**src/rtl/alt_vipitc121_pkg.sv**
```systemverilog
// -----------------------------------------------------------------------------
// alt_vipitc121_pkg
// Shared definitions for the clocked-video-output mode scheduler:
//   sched_state_e  scheduler state encoding (IDLE, PENDING, LOAD, SETTLE)
//   SETTLE_CNT_W   width of the saturating frame counter used in SETTLE
//   MAX_MODES      largest supported number of mode register banks
//   onehot_to_sel  one-hot mode vector -> binary select (index+1, 0 = none)
// Optional build macro used by the users of this package:
//   ALT_VIPITC121_ROUND_ROBIN_EN  round-robin mode pick instead of fixed priority
// -----------------------------------------------------------------------------
package alt_vipitc121_pkg;

  typedef enum logic [1:0] {
    IDLE    = 2'd0,
    PENDING = 2'd1,
    LOAD    = 2'd2,
    SETTLE  = 2'd3
  } sched_state_e;

  localparam int SETTLE_CNT_W = 8;
  localparam int MAX_MODES    = 15;
  localparam int SEL_W_MAX    = 4;

  // Descending scan so that an (illegal) multi-hot input still resolves to the
  // lowest set index, matching the picker's fixed priority.
  function automatic logic [SEL_W_MAX-1:0] onehot_to_sel(input logic [MAX_MODES-1:0] oh);
    logic [SEL_W_MAX-1:0] sel;
    sel = '0;
    for (int i = MAX_MODES - 1; i >= 0; i--) begin
      if (oh[i]) sel = SEL_W_MAX'(i + 1);
    end
    return sel;
  endfunction

endpackage

```
**src/rtl/alt_vipitc121_mode_pick.sv**
```systemverilog
// -----------------------------------------------------------------------------
// alt_vipitc121_mode_pick
// Combinational picker: selects one requested mode out of mode_req.
// Build macro ALT_VIPITC121_ROUND_ROBIN_EN:
//   undefined - fixed priority, lowest index wins; no pointer input.
//   defined   - round robin, search starts at last_ptr+1 and wraps to 0.
// Ports:
//   mode_req  in   NO_OF_MODES       level requests, bit i = mode i
//   last_ptr  in   LOG2_NO_OF_MODES  index of last loaded mode (round robin only)
//   pick_oh   out  NO_OF_MODES       one-hot pick, 0 when nothing requested
// -----------------------------------------------------------------------------
module alt_vipitc121_mode_pick #(
  parameter int NO_OF_MODES = 3
`ifdef ALT_VIPITC121_ROUND_ROBIN_EN
  ,
  parameter int LOG2_NO_OF_MODES = 2
`endif
) (
  input  logic [NO_OF_MODES-1:0]      mode_req,
`ifdef ALT_VIPITC121_ROUND_ROBIN_EN
  input  logic [LOG2_NO_OF_MODES-1:0] last_ptr,
`endif
  output logic [NO_OF_MODES-1:0]      pick_oh
);

`ifdef ALT_VIPITC121_ROUND_ROBIN_EN
  // Two passes with constant indices: first the modes above the pointer,
  // then a wrapped pass from index 0.
  always_comb begin
    logic found;
    pick_oh = '0;
    found   = 1'b0;
    for (int i = 0; i < NO_OF_MODES; i++) begin
      if (!found && mode_req[i] && (i > int'(last_ptr))) begin
        pick_oh[i] = 1'b1;
        found      = 1'b1;
      end
    end
    for (int i = 0; i < NO_OF_MODES; i++) begin
      if (!found && mode_req[i]) begin
        pick_oh[i] = 1'b1;
        found      = 1'b1;
      end
    end
  end
`else
  always_comb begin
    logic found;
    pick_oh = '0;
    found   = 1'b0;
    for (int i = 0; i < NO_OF_MODES; i++) begin
      if (!found && mode_req[i]) begin
        pick_oh[i] = 1'b1;
        found      = 1'b1;
      end
    end
  end
`endif

endmodule

```
**src/rtl/alt_vipitc121_mode_scheduler.sv**
```systemverilog
// -----------------------------------------------------------------------------
// alt_vipitc121_mode_scheduler
// Sequences video-mode changes for the clocked-video-output timing generator:
// picks a requested mode, waits for a frame boundary, loads it with a req/ack
// handshake, then waits SETTLE_FRAMES frames before reporting lock.
// Build macro ALT_VIPITC121_ROUND_ROBIN_EN selects a round-robin pick whose
// pointer advances on mode_ack; otherwise fixed lowest-index priority.
// Ports:
//   clk          in   1                 system clock
//   rst_n        in   1                 async reset, active low
//   mode_req     in   NO_OF_MODES       level requests, bit i = mode i
//   sof          in   1                 start-of-frame pulse
//   mode_ack     in   1                 timing generator accepted mode_sel
//   mode_load    out  1                 load request, held until mode_ack
//   mode_sel     out  LOG2_NO_OF_MODES  index+1 of current mode, 0 = none
//   mode_onehot  out  NO_OF_MODES       one-hot copy of mode_sel
//   mode_locked  out  1                 nonzero mode stable for SETTLE_FRAMES
//   busy         out  1                 scheduler not idle
//
// state   | meaning
// --------+-------------------------------------------------------------
// IDLE    | current mode matches the pick; lock may be reported
// PENDING | change scheduled, waiting for sof (latest pick wins)
// LOAD    | mode_load high, waiting for mode_ack
// SETTLE  | counting sof pulses before lock; requests ignored
// -----------------------------------------------------------------------------
module alt_vipitc121_mode_scheduler
  import alt_vipitc121_pkg::*;
#(
  parameter int NO_OF_MODES      = 3,
  parameter int LOG2_NO_OF_MODES = 2,
  parameter int SETTLE_FRAMES    = 2
) (
  input  logic                        clk,
  input  logic                        rst_n,
  input  logic [NO_OF_MODES-1:0]      mode_req,
  input  logic                        sof,
  input  logic                        mode_ack,
  output logic                        mode_load,
  output logic [LOG2_NO_OF_MODES-1:0] mode_sel,
  output logic [NO_OF_MODES-1:0]      mode_onehot,
  output logic                        mode_locked,
  output logic                        busy
);

  localparam logic [SETTLE_CNT_W-1:0] SETTLE_TGT = SETTLE_CNT_W'(SETTLE_FRAMES);
  localparam logic [SETTLE_CNT_W-1:0] CNT_MAX    = '1;

  sched_state_e                  state_q, state_d;
  logic [NO_OF_MODES-1:0]        pending_oh_q, pending_oh_d;
  logic [NO_OF_MODES-1:0]        mode_onehot_q, mode_onehot_d;
  logic [LOG2_NO_OF_MODES-1:0]   mode_sel_q, mode_sel_d;
  logic                          mode_load_q, mode_load_d;
  logic                          mode_locked_q, mode_locked_d;
  logic [SETTLE_CNT_W-1:0]       cnt_q, cnt_d;
  logic [SETTLE_CNT_W-1:0]       cnt_inc;
  logic [NO_OF_MODES-1:0]        pick_oh;

`ifdef ALT_VIPITC121_ROUND_ROBIN_EN
  logic [LOG2_NO_OF_MODES-1:0]   last_ptr_q, last_ptr_d;

  alt_vipitc121_mode_pick #(
    .NO_OF_MODES      (NO_OF_MODES),
    .LOG2_NO_OF_MODES (LOG2_NO_OF_MODES)
  ) u_pick (
    .mode_req (mode_req),
    .last_ptr (last_ptr_q),
    .pick_oh  (pick_oh)
  );
`else
  alt_vipitc121_mode_pick #(
    .NO_OF_MODES (NO_OF_MODES)
  ) u_pick (
    .mode_req (mode_req),
    .pick_oh  (pick_oh)
  );
`endif

  assign cnt_inc = (cnt_q == CNT_MAX) ? cnt_q : cnt_q + SETTLE_CNT_W'(1);

  always_comb begin
    state_d       = state_q;
    pending_oh_d  = pending_oh_q;
    mode_onehot_d = mode_onehot_q;
    mode_sel_d    = mode_sel_q;
    mode_load_d   = mode_load_q;
    mode_locked_d = mode_locked_q;
    cnt_d         = cnt_q;
`ifdef ALT_VIPITC121_ROUND_ROBIN_EN
    last_ptr_d    = last_ptr_q;
`endif

    unique case (state_q)
      IDLE: begin
        // Also covers a dropped request: the pick falls to another mode or 0.
        if (pick_oh != mode_onehot_q) begin
          pending_oh_d  = pick_oh;
          mode_locked_d = 1'b0;
          state_d       = PENDING;
        end
      end

      PENDING: begin
        pending_oh_d = pick_oh;
        if (pick_oh == mode_onehot_q) begin
          state_d = IDLE;
        end else if (sof) begin
          // pending_oh_q always differs from the current mode here, since it
          // was only latched while the pick differed.
          mode_onehot_d = pending_oh_q;
          mode_sel_d    = LOG2_NO_OF_MODES'(onehot_to_sel(MAX_MODES'(pending_oh_q)));
          mode_load_d   = 1'b1;
          state_d       = LOAD;
        end
      end

      LOAD: begin
        if (mode_ack) begin
          mode_load_d = 1'b0;
          cnt_d       = '0;
`ifdef ALT_VIPITC121_ROUND_ROBIN_EN
          if (|mode_onehot_q) last_ptr_d = mode_sel_q - LOG2_NO_OF_MODES'(1);
`endif
          if (SETTLE_FRAMES == 0) begin
            mode_locked_d = |mode_onehot_q;
            state_d       = IDLE;
          end else begin
            state_d = SETTLE;
          end
        end
      end

      SETTLE: begin
        if (sof) begin
          cnt_d = cnt_inc;
          if (cnt_inc >= SETTLE_TGT) begin
            // Lock is only meaningful for a real mode, never for "no mode".
            mode_locked_d = |mode_onehot_q;
            state_d       = IDLE;
          end
        end
      end

      default: state_d = IDLE;
    endcase
  end

  always_ff @(posedge clk or negedge rst_n) begin
    if (!rst_n) begin
      state_q       <= IDLE;
      pending_oh_q  <= '0;
      mode_onehot_q <= '0;
      mode_sel_q    <= '0;
      mode_load_q   <= 1'b0;
      mode_locked_q <= 1'b0;
      cnt_q         <= '0;
`ifdef ALT_VIPITC121_ROUND_ROBIN_EN
      // Pointing at the top mode makes the first search start at index 0.
      last_ptr_q    <= LOG2_NO_OF_MODES'(NO_OF_MODES - 1);
`endif
    end else begin
      state_q       <= state_d;
      pending_oh_q  <= pending_oh_d;
      mode_onehot_q <= mode_onehot_d;
      mode_sel_q    <= mode_sel_d;
      mode_load_q   <= mode_load_d;
      mode_locked_q <= mode_locked_d;
      cnt_q         <= cnt_d;
`ifdef ALT_VIPITC121_ROUND_ROBIN_EN
      last_ptr_q    <= last_ptr_d;
`endif
    end
  end

  assign mode_load   = mode_load_q;
  assign mode_sel    = mode_sel_q;
  assign mode_onehot = mode_onehot_q;
  assign mode_locked = mode_locked_q;
  assign busy        = (state_q != IDLE);

endmodule
```
**config.mk**
```make
export PLATFORM = sky130hd
export DESIGN_NAME = alt_vipitc121_mode_scheduler
export DESIGN_NICKNAME = d
export VERILOG_FILES = /design/src/rtl/alt_vipitc121_pkg.sv /design/src/rtl/alt_vipitc121_mode_pick.sv /design/src/rtl/alt_vipitc121_mode_scheduler.sv
export SDC_FILE = /design/constraint.sdc
export NUM_CORES = 1
export LEC_CHECK = 0
export BUFFER_PORTS_ARGS = -buffer_cell sky130_fd_sc_hd__buf_4
export CORE_MARGIN = 1
export CORE_UTILIZATION = 51
export DETAILED_ROUTE_END_ITERATION = 16
export MAX_ROUTING_LAYER = met4
export PLACE_DENSITY = 0.75
export SYNTH_ARGS = -nofsm -noshare
export SYNTH_HDL_FRONTEND = slang
export SYNTH_HIERARCHICAL = 1
export SYNTH_SLANG_ARGS = --single-unit
```
**constraint.sdc**
```tcl
create_clock -name clk -period 2.9 [get_ports clk]
set_clock_uncertainty 0.1 [all_clocks]
set_input_delay 0.29 -clock clk [delete_from_list [all_inputs] [get_ports clk]]
set_output_delay 0.29 -clock clk [all_outputs]
set_load 0.02 [all_outputs]
```
# == Word-level counts from Yosys, hierarchy flattened ==
# Index checks and enable logic that the tools add are counted.
# totals
word_cells,68
reg_bits,20
output_inout_bits,8
in_bits,7
# classes
bitwise_logic,1
mux,28
n_lt_le_gt_ge,1
addsub,1
n_eq_ne,13
n_reduce_logical,17
# op_table
operator,n
$mux 8,3
$mux 2,9
$pmux 8 s2,1
$ne 2x2->1 const B,6
$mux 1,10
$reduce_bool 2->1,5
$add 8x1->8 const B,1
$eq 8x8->1 const B,1
$ge 8x2->1 const B,1
$pmux 2 s4,1
$reduce_and 4->1,2
$pmux 3 s2,1
$reduce_and 3->1,2
$reduce_and 5->1,1
$eq 2x2->1 const B,2
$pmux 1 s2,2
$eq 3x3->1,1
$mux 3,1
$ne 3x3->1,1
$ne 3x3->1 const B,1
$reduce_or 3->1,1
$eq 2x1->1 const B,1
$logic_and 1x1->1,2
$logic_not 1->1,2
3 further kinds,3

# == Depth between registers and ports, before layout ==
# Gate-level depths: netlist of the first run.
# depth
word_depth,10
ltp_mapped,7
ltp_nobuf,6

# == Cells and area by module ==
# Netlist of the first run, hierarchy kept.
# modules_own_cells
mod,area_per_inst_um2,cells_each,seq_area_each_um2,instances
alt_vipitc121_mode_scheduler,1206.2,121,500.5,1
alt_vipitc121_mode_pick,26.3,3,0.0,1

# == Worst setup path before layout of the first run ==
# No wires, ideal clock.
# synth_path
path_kind,flip-flop to flip-flop
startpoint,register cnt_q[0]
endpoint,register mode_locked_q (netlist: mode_locked)
path_buffers,0
path_stages_with_launch,7
setup_ns,0.145
slack_ns,1.060
period_less_slack_ns,1.840
arrival_ns,1.596
required_time_ns,2.655
cell_sequence,dfrtp_1 -> ha_1 -> a311oi_1 -> o32ai_1 -> a211oi_2 -> and3_1 -> o211ai_1
# synth_via
elab_chain_len,5
word_cells_on_any_way,6
classes_between,add/sub: 1; order compare: 1; eq/ne: 2; mux: 1; reduce/logical: 1
# synth_rtl
element,line,text
start: declaration,alt_vipitc121_mode_scheduler.sv:55,"logic [SETTLE_CNT_W-1:0] cnt_q, cnt_d;"
start signal: assignment,alt_vipitc121_mode_scheduler.sv:168,cnt_q <= cnt_d;
$add 8x1->8 or $eq 8x8->1 (tied branches),alt_vipitc121_mode_scheduler.sv:79,assign cnt_inc = (cnt_q == CNT_MAX) ? cnt_q : cnt_q + SETTLE_CNT_W'(1);
$mux 8 *,alt_vipitc121_mode_scheduler.sv:79,
$ge 8x2->1 *,alt_vipitc121_mode_scheduler.sv:136,if (cnt_inc >= SETTLE_TGT) begin
$ne 2x2->1 (no line) *,n/a,
$reduce_and 4->1 (no line) *,n/a,
end signal: assignment,alt_vipitc121_mode_scheduler.sv:167,mode_locked_q <= mode_locked_d;
end: declaration,alt_vipitc121_mode_scheduler.sv:54,"logic mode_locked_q, mode_locked_d;"
# Mark *: on every way between the ends. The rest lies on a longest branch, timed or not.
# A chain may end at the register's enable or synchronous reset.

# == Final worst setup path of the first run ==
# Ends and elaborated chain as after synthesis.

==> key figures, run 1 <==
Place
  • RePlAce Congestion: 0.8637
  • Post-placement cell count: about 160
  • DPL Wire Length: about 1700 µm
  • IO buf count: 14

Clock tree
  • Post-CTS Setup Repair Bufs: 0
  • Cts hold-fix bufs: 1
  • Post_cts resized: 0
  • Worst-Skew Late Latency: 300 ps
  • Longest Clk Path Bufs: 2
  • TritonCTS buffer count: 3
  • CTS tree: yes
  • Clk root buf: clkbuf_4
  • CTS H-tree depth: 1
  • Clock transition at path regs: 120 ps
  • Total clock sinks: 20

Worst setup path
  • Worst setup EP type: register
  • WP depth: 6
  • FF-to-FF End: mode_locked
  • Max stage delay cell, worst path: dfrtp_1
  • Reg2reg path depth: 6
  • Setup crit end: mode_locked
  • Req. time, crit path: 2980 ps
  • Top delay family on crit path: compound AO/OA/AOI/OAI gates
  • Worst R2R Start: cnt_q[0]
  • Largest stage delay, worst path: 450 ps
  • Crit. Startpoint: cnt_q[0]
  • Maximum net fanout on the critical path: 7
  • Worst R2R Setup Slack: 870 ps
  • Crit path DAT: around 2100 ps
  • CP startpoint kind: register
  • Crit Path Category: reg2reg
  • WP buf/inv: 0
  • Critical path cell sequence: ha_1, a311oi_1, o32ai_1, a211oi_2, and3_1, o211ai_1

Power and ir drop
  • Peak supply drop: ~0.0006 V
  • Sequential power share: 39.1%
  • Logic pwr share: 43.8%
  • Clock Power Share: roughly 17%
  • Power Density: 972.5 nW/µm²
  • Sw Pwr: ~0.54 mW
  • Sw frac: 40.43%
  • Overall power: around 1.3 mW
  • Leakage: ~0.61 nW
  • Internal power: roughly 0.80 mW

Routing
  • DR pass1 iterations: 4
  • Drt via density: 5.951
  • Routed Antenna Nets: 0
  • Routed via count: 970
  • Routed WL: 2350 µm
  • Avg WL per Cell: 14.42 µm
  • DR iter-0 viols: 22
  • DRC violations left: 0

Synthesis
  • Top post-synthesis cells by area: dfrtp_1 41%, a21oi_1 5.7%, mux2_2 4.6%
  • Mean Syn Cell Area: 9.939 µm²
  • Area leader, netlist: dfrtp_1
  • Syn Inst Count: 124
  • Sequential area share after synthesis: between 40% and 50%
  • Top cell type's share of synthesized area: between 40% and 50%
  • Syn. warnings: 6
  • Ys flop type: dfrtp_1
  • Yosys reg bits: 20
  • Post-synth EDFFs: 0
  • Asr flop ratio synth: 100.0%
  • Syn nets: 132
  • Mapped cell area: 1232 µm²
  • Count of cell types in the netlist: 44

Floorplanning
  • Die Ht: 51.16 µm
  • Core ar.: 2255 µm²
  • Starting Density: 54.66%
  • Die Area: ~2600 µm²
  • Row count: 17
  • I/O pin count: 15
  • Die X: 51.16 µm

STA
  • Tcrit/Tclk final: about 70%
  • Final setup TNS: 0 ps
  • Final max-slew violation count: 0
  • Slew HR: 71.48%
  • Fmax: 491.7 MHz
  • Worst-margin pin slew: 425.5 ps
  • Hold Vio Cnt, Final: 0
  • Final min period: around 2000 ps
  • RSZ-0062 raised after global routing: false
  • Setup violators final: 0

Global routing
  • Pin count of the biggest net entering global routing: 21
  • Initial antenna violation count: 0
  • First-pass GRT wire length: roughly 4000 µm
  • Vias in the first global route: 907
  • Global route overflow: 0
  • Gr usage total: 21.17%

Final layout
  • Commonest non-fill, non-tap cell in the layout: dfrtp_1
  • Layout cell share with drive strength beyond 1: 25.93%
  • Final Non-Filler Cells: 163
  • Antenna Diode Count: 0
  • Most frequent cells in the layout: 20 x dfrtp_1, 14 x a21oi_1, 14 x buf_4, 12 x nand2_1, 8 x nor2_1
  • Nets: about 140
  • Area growth from synthesis to layout: 11.37%

Flow run
  • Max-cap violation count: 0

Run status
  • Status: complete, no violations

Worst hold path
  • Hold Path Stages: 2
  • Worst min path class: in2reg
sequential cells by signal, summed over array words and instances, names as in the netlist, named ones only:
signal        cells
state_q           1
pending_oh_q      3
mode_locked       1
mode_sel          2
mode_load         1
mode_onehot       3
cnt_q             8
worst register-to-register path, stage by stage (launching register included):
cell and delay, ps:
dfrtp_1 450, ha_1 310, a311oi_1 320, o32ai_1 160
a211oi_2 270, and3_1 210, o211ai_1 100
kinds of logic after synthesis:
group / count (synthesis) / share of synthesized area, %
buf+inv: 11 / 5.988
flops: 20 / 40.61
xor+xnor: 4 / 2.842
compound gates: 37 / 20.51
mux: 8 / 8.223
fa+ha+maj: 1 / 1.015
simple gates: 43 / 20.81
metrics by stage:
| step | worst slack [ps] | cell area [µm²] | utilization (%) | hold slack [ps] |
|---|---|---|---|---|
| floorplan | 1060 | 1232 | - | -105.6 |
| global placement | 926.5 | 1310 | 58.10 | 85.40 |
| detailed placement | 901.1 | 1310 | 58.10 | 86.23 |
| CTS | 863.9 | 1373 | 60.88 | 74.63 |
| global route | 727.1 | 1373 | 60.88 | 78.58 |
| finish | 866.2 | 1373 | 60.88 | 86.76 |
synthesized netlist by cell type, types with 3 or more instances:
| cell type | count |
|---|---|
| a21oi_1 | 14 |
| a31oi_1 | 4 |
| and3_1 | 3 |
| buf_6 | 3 |
| dfrtp_1 | 20 |
| inv_1 | 3 |
| mux2_2 | 5 |
| nand2_1 | 12 |
| nand2b_1 | 3 |
| nand3_1 | 3 |
| nand4_1 | 3 |
| nor2_1 | 8 |
| xor2_1 | 4 |
final cells by class:
class                   instances  area, µm²
repair buffers                 15      115.1
well taps                      28      35.03
inverters                       3      11.26
multi-input cells              93      658.1
clock buffers                   3      22.52
fillers                       201      882.1
clock inverters                 1      30.03
flip-flops and latches         20      500.5
power groups by stage:
stage	combinational [mW]	sequential (mW)	clock, mW
2_1_floorplan	0.436	0.521	0
3_3_place_gp	0.573	0.526	0
3_5_place_dp	0.587	0.527	0
4_1_cts	0.589	0.521	0.234
5_1_grt	0.640	0.540	0.244
6_report	0.584	0.522	0.229
metal layers:
layer,wire length [µm],global-route usage [%]
met3,70,6.250
met5,0,-
met4,15,4.630
met1,1096,25.94
met2,1168,34.43
how the worst min path moves through the flow:
| stage | startpoint | end | slack, ps |
|---|---|---|---|
| 5_1_grt | mode_ack | cnt_q[0] | 80 |
| 6_report | mode_ack | cnt_q[0] | 90 |
| 4_1_cts | mode_ack | cnt_q[0] | 70 |
| 3_5_place_dp | rst_n | cnt_q[5] | 90 |
| 3_3_place_gp | rst_n | cnt_q[5] | 90 |
| 2_1_floorplan | rst_n | async pin | -110 |
Power figures use the tool's default switching activity.
==> run 2, diff against run 1 <==
==> constraint.sdc (replaced) <==
create_clock -name clk -period 1.9 [get_ports clk]
set_clock_uncertainty 0.1 [all_clocks]
set_input_delay 0.19 -clock clk [delete_from_list [all_inputs] [get_ports clk]]
set_output_delay 0.19 -clock clk [all_outputs]
set_load 0.02 [all_outputs]
==> key figures, run 2 (synthesis results as in run 1) <==
Routing
  • Routed via count: 1011
  • DR pass1 iterations: 4
  • Avg WL per Cell: 15.22 µm
  • Drt via density: 5.912
  • Routed WL: approximately 2600 µm
  • DR iter-0 viols: 17
  • DRC violations left: 0
  • Routed Antenna Nets: 0

Floorplanning
  • Core ar.: 2255 µm²
  • Starting Density: 54.66%
  • Die Area: 2617 µm²
  • Die X: 51.16 µm
  • I/O pin count: 15
  • Row count: 17
  • Die Ht: a little over 50 µm

Worst hold path
  • Worst min path class: in2reg
  • Hold wc startpoint: mode_req[0]
  • Hold Path Stages: 2
  • Hold EP: pending_oh_q[0]

Worst setup path
  • Maximum net fanout on the critical path: 7
  • Crit Path Category: reg2reg
  • CP startpoint kind: register
  • Req. time, crit path: 1970 ps
  • FF-to-FF End: mode_locked
  • Worst setup EP type: register
  • Crit path DAT: 1900 ps
  • Worst R2R Setup Slack: between 70 and 80 ps
  • Worst R2R Start: cnt_q[0]
  • Reg2reg path depth: 6
  • Crit. Startpoint: cnt_q[0]

Global routing
  • Initial antenna violation count: 0
  • Gr usage total: between 20 and 25%
  • Global route overflow: 0
  • Vias in the first global route: 932
  • First-pass GRT wire length: about 4200 µm
  • Pin count of the biggest net entering global routing: 21

Power and ir drop
  • Leakage: 0.6499 nW
  • Power Density: 1477 nW/µm²
  • Clock Power Share: 16.3%
  • Sw frac: 40.11%
  • Sw Pwr: 0.8560 mW
  • Peak supply drop: 0.0009038 V
  • Overall power: 2.134 mW
  • Logic pwr share: 47.4%
  • Internal power: 1.278 mW
  • Sequential power share: 36.3%

Place
  • RePlAce Congestion: 0.8378
  • Placed instance area: 1363 µm²
  • DPL Wire Length: 1867 µm
  • Post-placement cell count: 165
  • IO buf count: 14
  • Place WS: -27.69 ps

STA
  • RSZ-0062 raised after global routing: true
  • Final max-slew violation count: 0
  • Tcrit/Tclk final: a little over nine tenths
  • Final min period: 1829 ps
  • Fmax: roughly 550 MHz
  • Setup violators final: 0
  • Setup ws final: 70.55 ps
  • Worst-margin pin slew: 440.5 ps
  • Hold Vio Cnt, Final: 0
  • Slew HR: 70.47%

Final layout
  • Post-route core utilization: between 60 and 70%
  • Biggest register: cnt_q
  • Area growth from synthesis to layout: 17.26%
  • Layout cell share with drive strength beyond 1: roughly a third
  • Antenna Diode Count: 0
  • Most frequent cells in the layout: 21 x buf_4, 19 x dfrtp_1, 14 x a21oi_1, 12 x nand2_1, 8 x nor2_1
  • Max reg flops: 8
  • Final Non-Filler Cells: 171
  • Nets: 152
  • Post-route cell area: 1445 µm²
  • Commonest non-fill, non-tap cell in the layout: buf_4

Clock tree
  • CTS tree: yes
  • Post-CTS Setup Repair Bufs: 0
  • Longest Clk Path Bufs: 2
  • Clk root buf: clkbuf_4
  • Total clock sinks: 20
  • CTS H-tree depth: 1
  • Worst-Skew Late Latency: about 300 ps
  • Clock transition at path regs: approximately 120 ps
  • TritonCTS buffer count: 3

Flow run
  • Max-cap violation count: 0

Run status
  • Status: complete, no violations
[run 2: what timing repair did]
item,in CTS,in global routing
resized for setup,1,2
setup endpoints to repair,3,3
cloned,0,0
hold endpoints to repair,20,1
hold buffers,1,1
[run 2: layout make-up]
type,count,area (µm²)
tap,28,35.03
sequential,20,501.7
fill,191,809.5
clock inverter,1,30.03
inverter,3,11.26
clock buffer,3,22.52
multi-input combinational,93,666.9
timing repair buffer,23,177.7
[run 2: metrics by stage]
stage	setup TNS, ps	hold slack, ps
5_1_grt	-14.80	42.18
3_5_place_dp	-54.26	-15.56
3_3_place_gp	0	-16.07
2_1_floorplan	0	-205.6
4_1_cts	0	3.839
6_report	0	62.75
[run 2: worst max path at each step]
stage	to	slack [ps]
2_1_floorplan	mode_locked	60
4_1_cts	mode_locked	20
5_1_grt	state_q[0]	-9
3_5_place_dp	state_q[0]	-30
3_3_place_gp	mode_locked	10
6_report	mode_locked	70
[run 2: critical path: stages, from the launching register on]
cell,delay [ps]
dfrtp_1,420
ha_2,240
a311oi_2,250
o32ai_1,150
a211oi_2,240
and3_1,210
o211ai_1,100
[run 2: routing by layer]
metal | vias to the layer above | share of wire (%) | wire length, µm | GRT usage (%)
met3 | 2 | 1.7 | 44 | 3.571
met1 | 494 | 47 | 1232 | 28.65
met2 | 14 | 50 | 1310 | 36.40
li1 | 501 | - | - | -
met5 | - | 0 | 0 | -
met4 | 0 | 0.54 | 14 | 5.556
[run 2: power by group through the flow]
stage | logic [mW] | registers [mW] | clock network, mW
floorplan | 0.666 | 0.796 | 0
global placement | 0.979 | 0.771 | 0
detailed placement | 1.00 | 0.775 | 0
CTS | 1.01 | 0.770 | 0.354
global route | 1.10 | 0.795 | 0.377
finish | 1.01 | 0.775 | 0.347
==> run 3, diff against run 2 <==
--- a/config.mk
+++ b/config.mk
@@ -8,6 +8,7 @@
 export BUFFER_PORTS_ARGS = -buffer_cell sky130_fd_sc_hd__buf_4
 export CORE_MARGIN = 1
 export CORE_UTILIZATION = 51
+export CTS_BUF_LIST = sky130_fd_sc_hd__clkbuf_16
 export DETAILED_ROUTE_END_ITERATION = 16
 export MAX_ROUTING_LAYER = met4
 export PLACE_DENSITY = 0.75
==> key figures, run 3 (synthesis results as in run 1) <==
Run status
  • Status: complete, no violations

Final layout
  • Commonest non-fill, non-tap cell in the layout: buf_4
  • Biggest register: cnt_q
  • Antenna Diode Count: 0
  • Area growth from synthesis to layout: 20.61%
  • Filler cells: 183
  • Most frequent cells in the layout: 21 x buf_4, 20 x dfrtp_1, 14 x a21oi_1, 12 x nand2_1, 8 x nor2_1
  • Post-route core utilization: 65.93%
  • Layout cell share with drive strength beyond 1: 30.99%
  • Max reg flops: 8
  • Nets: 151

Power and ir drop
  • Clock Power Share: 24.5%
  • Internal power: ~1.5 mW
  • Power Density: around 1600 nW/µm²
  • Overall power: roughly 2.4 mW
  • Sw Pwr: 0.8939 mW
  • Logic pwr share: 42.8%
  • Leakage: roughly 0.67 nW
  • Peak supply drop: slightly above 0.001 V
  • Sw frac: 37.59%
  • Sequential power share: 32.7%

Worst hold path
  • Worst min path class: in2reg
  • Hold Path Stages: 2
  • Hold EP: cnt_q[0]
  • Hold wc startpoint: mode_ack

Worst setup path
  • Worst R2R Setup Slack: between 70 and 80 ps
  • Crit Path Category: reg2reg
  • Worst R2R Start: cnt_q[0]
  • Maximum net fanout on the critical path: 7
  • FF-to-FF End: state_q[0]
  • Crit path DAT: around 1900 ps
  • CP startpoint kind: register
  • Worst setup EP type: register
  • Reg2reg path depth: 7
  • Req. time, crit path: 1980 ps

Clock tree
  • Clk root buf: clkbuf_16
  • TritonCTS buffer count: 3
  • CTS tree: yes
  • Longest Clk Path Bufs: 2
  • Worst-Skew Late Latency: between 200 and 300 ps
  • CTS H-tree depth: 1
  • Post-CTS Setup Repair Bufs: 0
  • Total clock sinks: 20
  • Clock transition at path regs: 60 ps

STA
  • Fmax: 549.3 MHz
  • Final max-slew violation count: 0
  • Hold Vio Cnt, Final: 0
  • Fin Hold WS: 67.46 ps
  • Final min period: ~1800 ps
  • Setup violators final: 0
  • Worst-margin pin slew: 440.2 ps
  • Slew HR: 70.49%
  • Final setup TNS: 0 ps
  • Tcrit/Tclk final: 95.81%

Global routing
  • First-pass GRT wire length: 4347 µm
  • Initial antenna violation count: 0
  • Pin count of the biggest net entering global routing: 21
  • Global route overflow: 0
  • Vias in the first global route: 950
  • Gr usage total: a little under a quarter

Floorplanning
  • Core ar.: 2255 µm²
  • Starting Density: 54.66%
  • I/O pin count: 15
  • Row count: 17
  • Die Ht: about 51 µm
  • Die X: a little over 50 µm
  • Die Area: 2617 µm²

Flow run
  • Max-cap violation count: 0

Routing
  • Avg WL per Cell: roughly 15 µm
  • Drt via density: 5.929
  • Routed WL: around 2600 µm
  • Routed Antenna Nets: 0
  • DR pass1 iterations: 4
  • Routed via count: ~1000
  • DRC violations left: 0
  • DR iter-0 viols: 17

Place
  • IO buf count: 14
  • RePlAce Congestion: 0.8378
  • DPL Wire Length: 1867 µm
==> run 3: changes by cell type in the layout (fill, tap and decap cells not counted), sizes merged <==
cell	change
dlygate4sd3	-1
==> run 3: cell type report <==
cell class / count / area [µm²] / share of cell area, %
clock buffers: 3 / 75.07 / 5.050
multi-input cells: 93 / 666.9 / 44.87
inverters: 3 / 11.26 / 0.7576
repair buffers: 22 / 167.7 / 11.28
well taps: 28 / 35.03 / 2.357
clock inverters: 1 / 30.03 / 2.020
flip-flops and latches: 20 / 500.5 / 33.67
==> run 3: critical path, cell delays in order (launching register included) <==
cell      delay [ps]
dfrtp_1          390
ha_2             240
a311oi_2         250
o32ai_1          150
a211oi_2         240
buf_4            150
nand3_1           80
a21oi_1          150
==> run 3: power groups by stage <==
stage	clock network, mW	registers (mW)	logic (mW)
final	0.583	0.777	1.02
after global routing	0.614	0.796	1.10
after CTS	0.590	0.772	1.02
after detailed placement	0	0.775	1.00
after global placement	0	0.771	0.979
after floorplan	0	0.796	0.666
==> run 3: worst max-delay path by stage <==
stage / from / end / slack (ps) / depth (start not counted)
5_1_grt: cnt_q[0] / state_q[0] / -6 / 7
3_3_place_gp: cnt_q[0] / mode_locked / 10 / 6
6_report: cnt_q[0] / state_q[0] / 80 / 7
3_5_place_dp: cnt_q[0] / state_q[0] / -30 / 7
4_1_cts: cnt_q[0] / state_q[0] / 30 / 7
2_1_floorplan: cnt_q[0] / mode_locked / 60 / 6
==> run 3: repair_timing <==
action,in CTS,in global routing
setup endpoints to repair,2,3
resized for setup,1,1
hold endpoints to repair,20,0
pin swaps,0,0
hold buffers,1,0
==> run 3: per-layer routing <==
layer / vias up / part of all wire [%] / global-route usage, %
met2: 17 / 50 / 37.28
met4: 0 / 1.8 / 11.11
met5: - / 0 / -
met1: 490 / 46 / 29.42
met3: 5 / 2.1 / 2.679
li1: 496 / - / -
==> run 3: stage by stage <==
stage / cell area [µm²] / setup WS, ps / std cells
2_1_floorplan: 1232 / 59.56 / 124
3_3_place_gp: 1363 / 14.35 / 165
3_5_place_dp: 1363 / -27.69 / 165
4_1_cts: 1484 / 27.34 / 170
5_1_grt: 1486 / -6.226 / 170
6_report: 1486 / 79.60 / 170
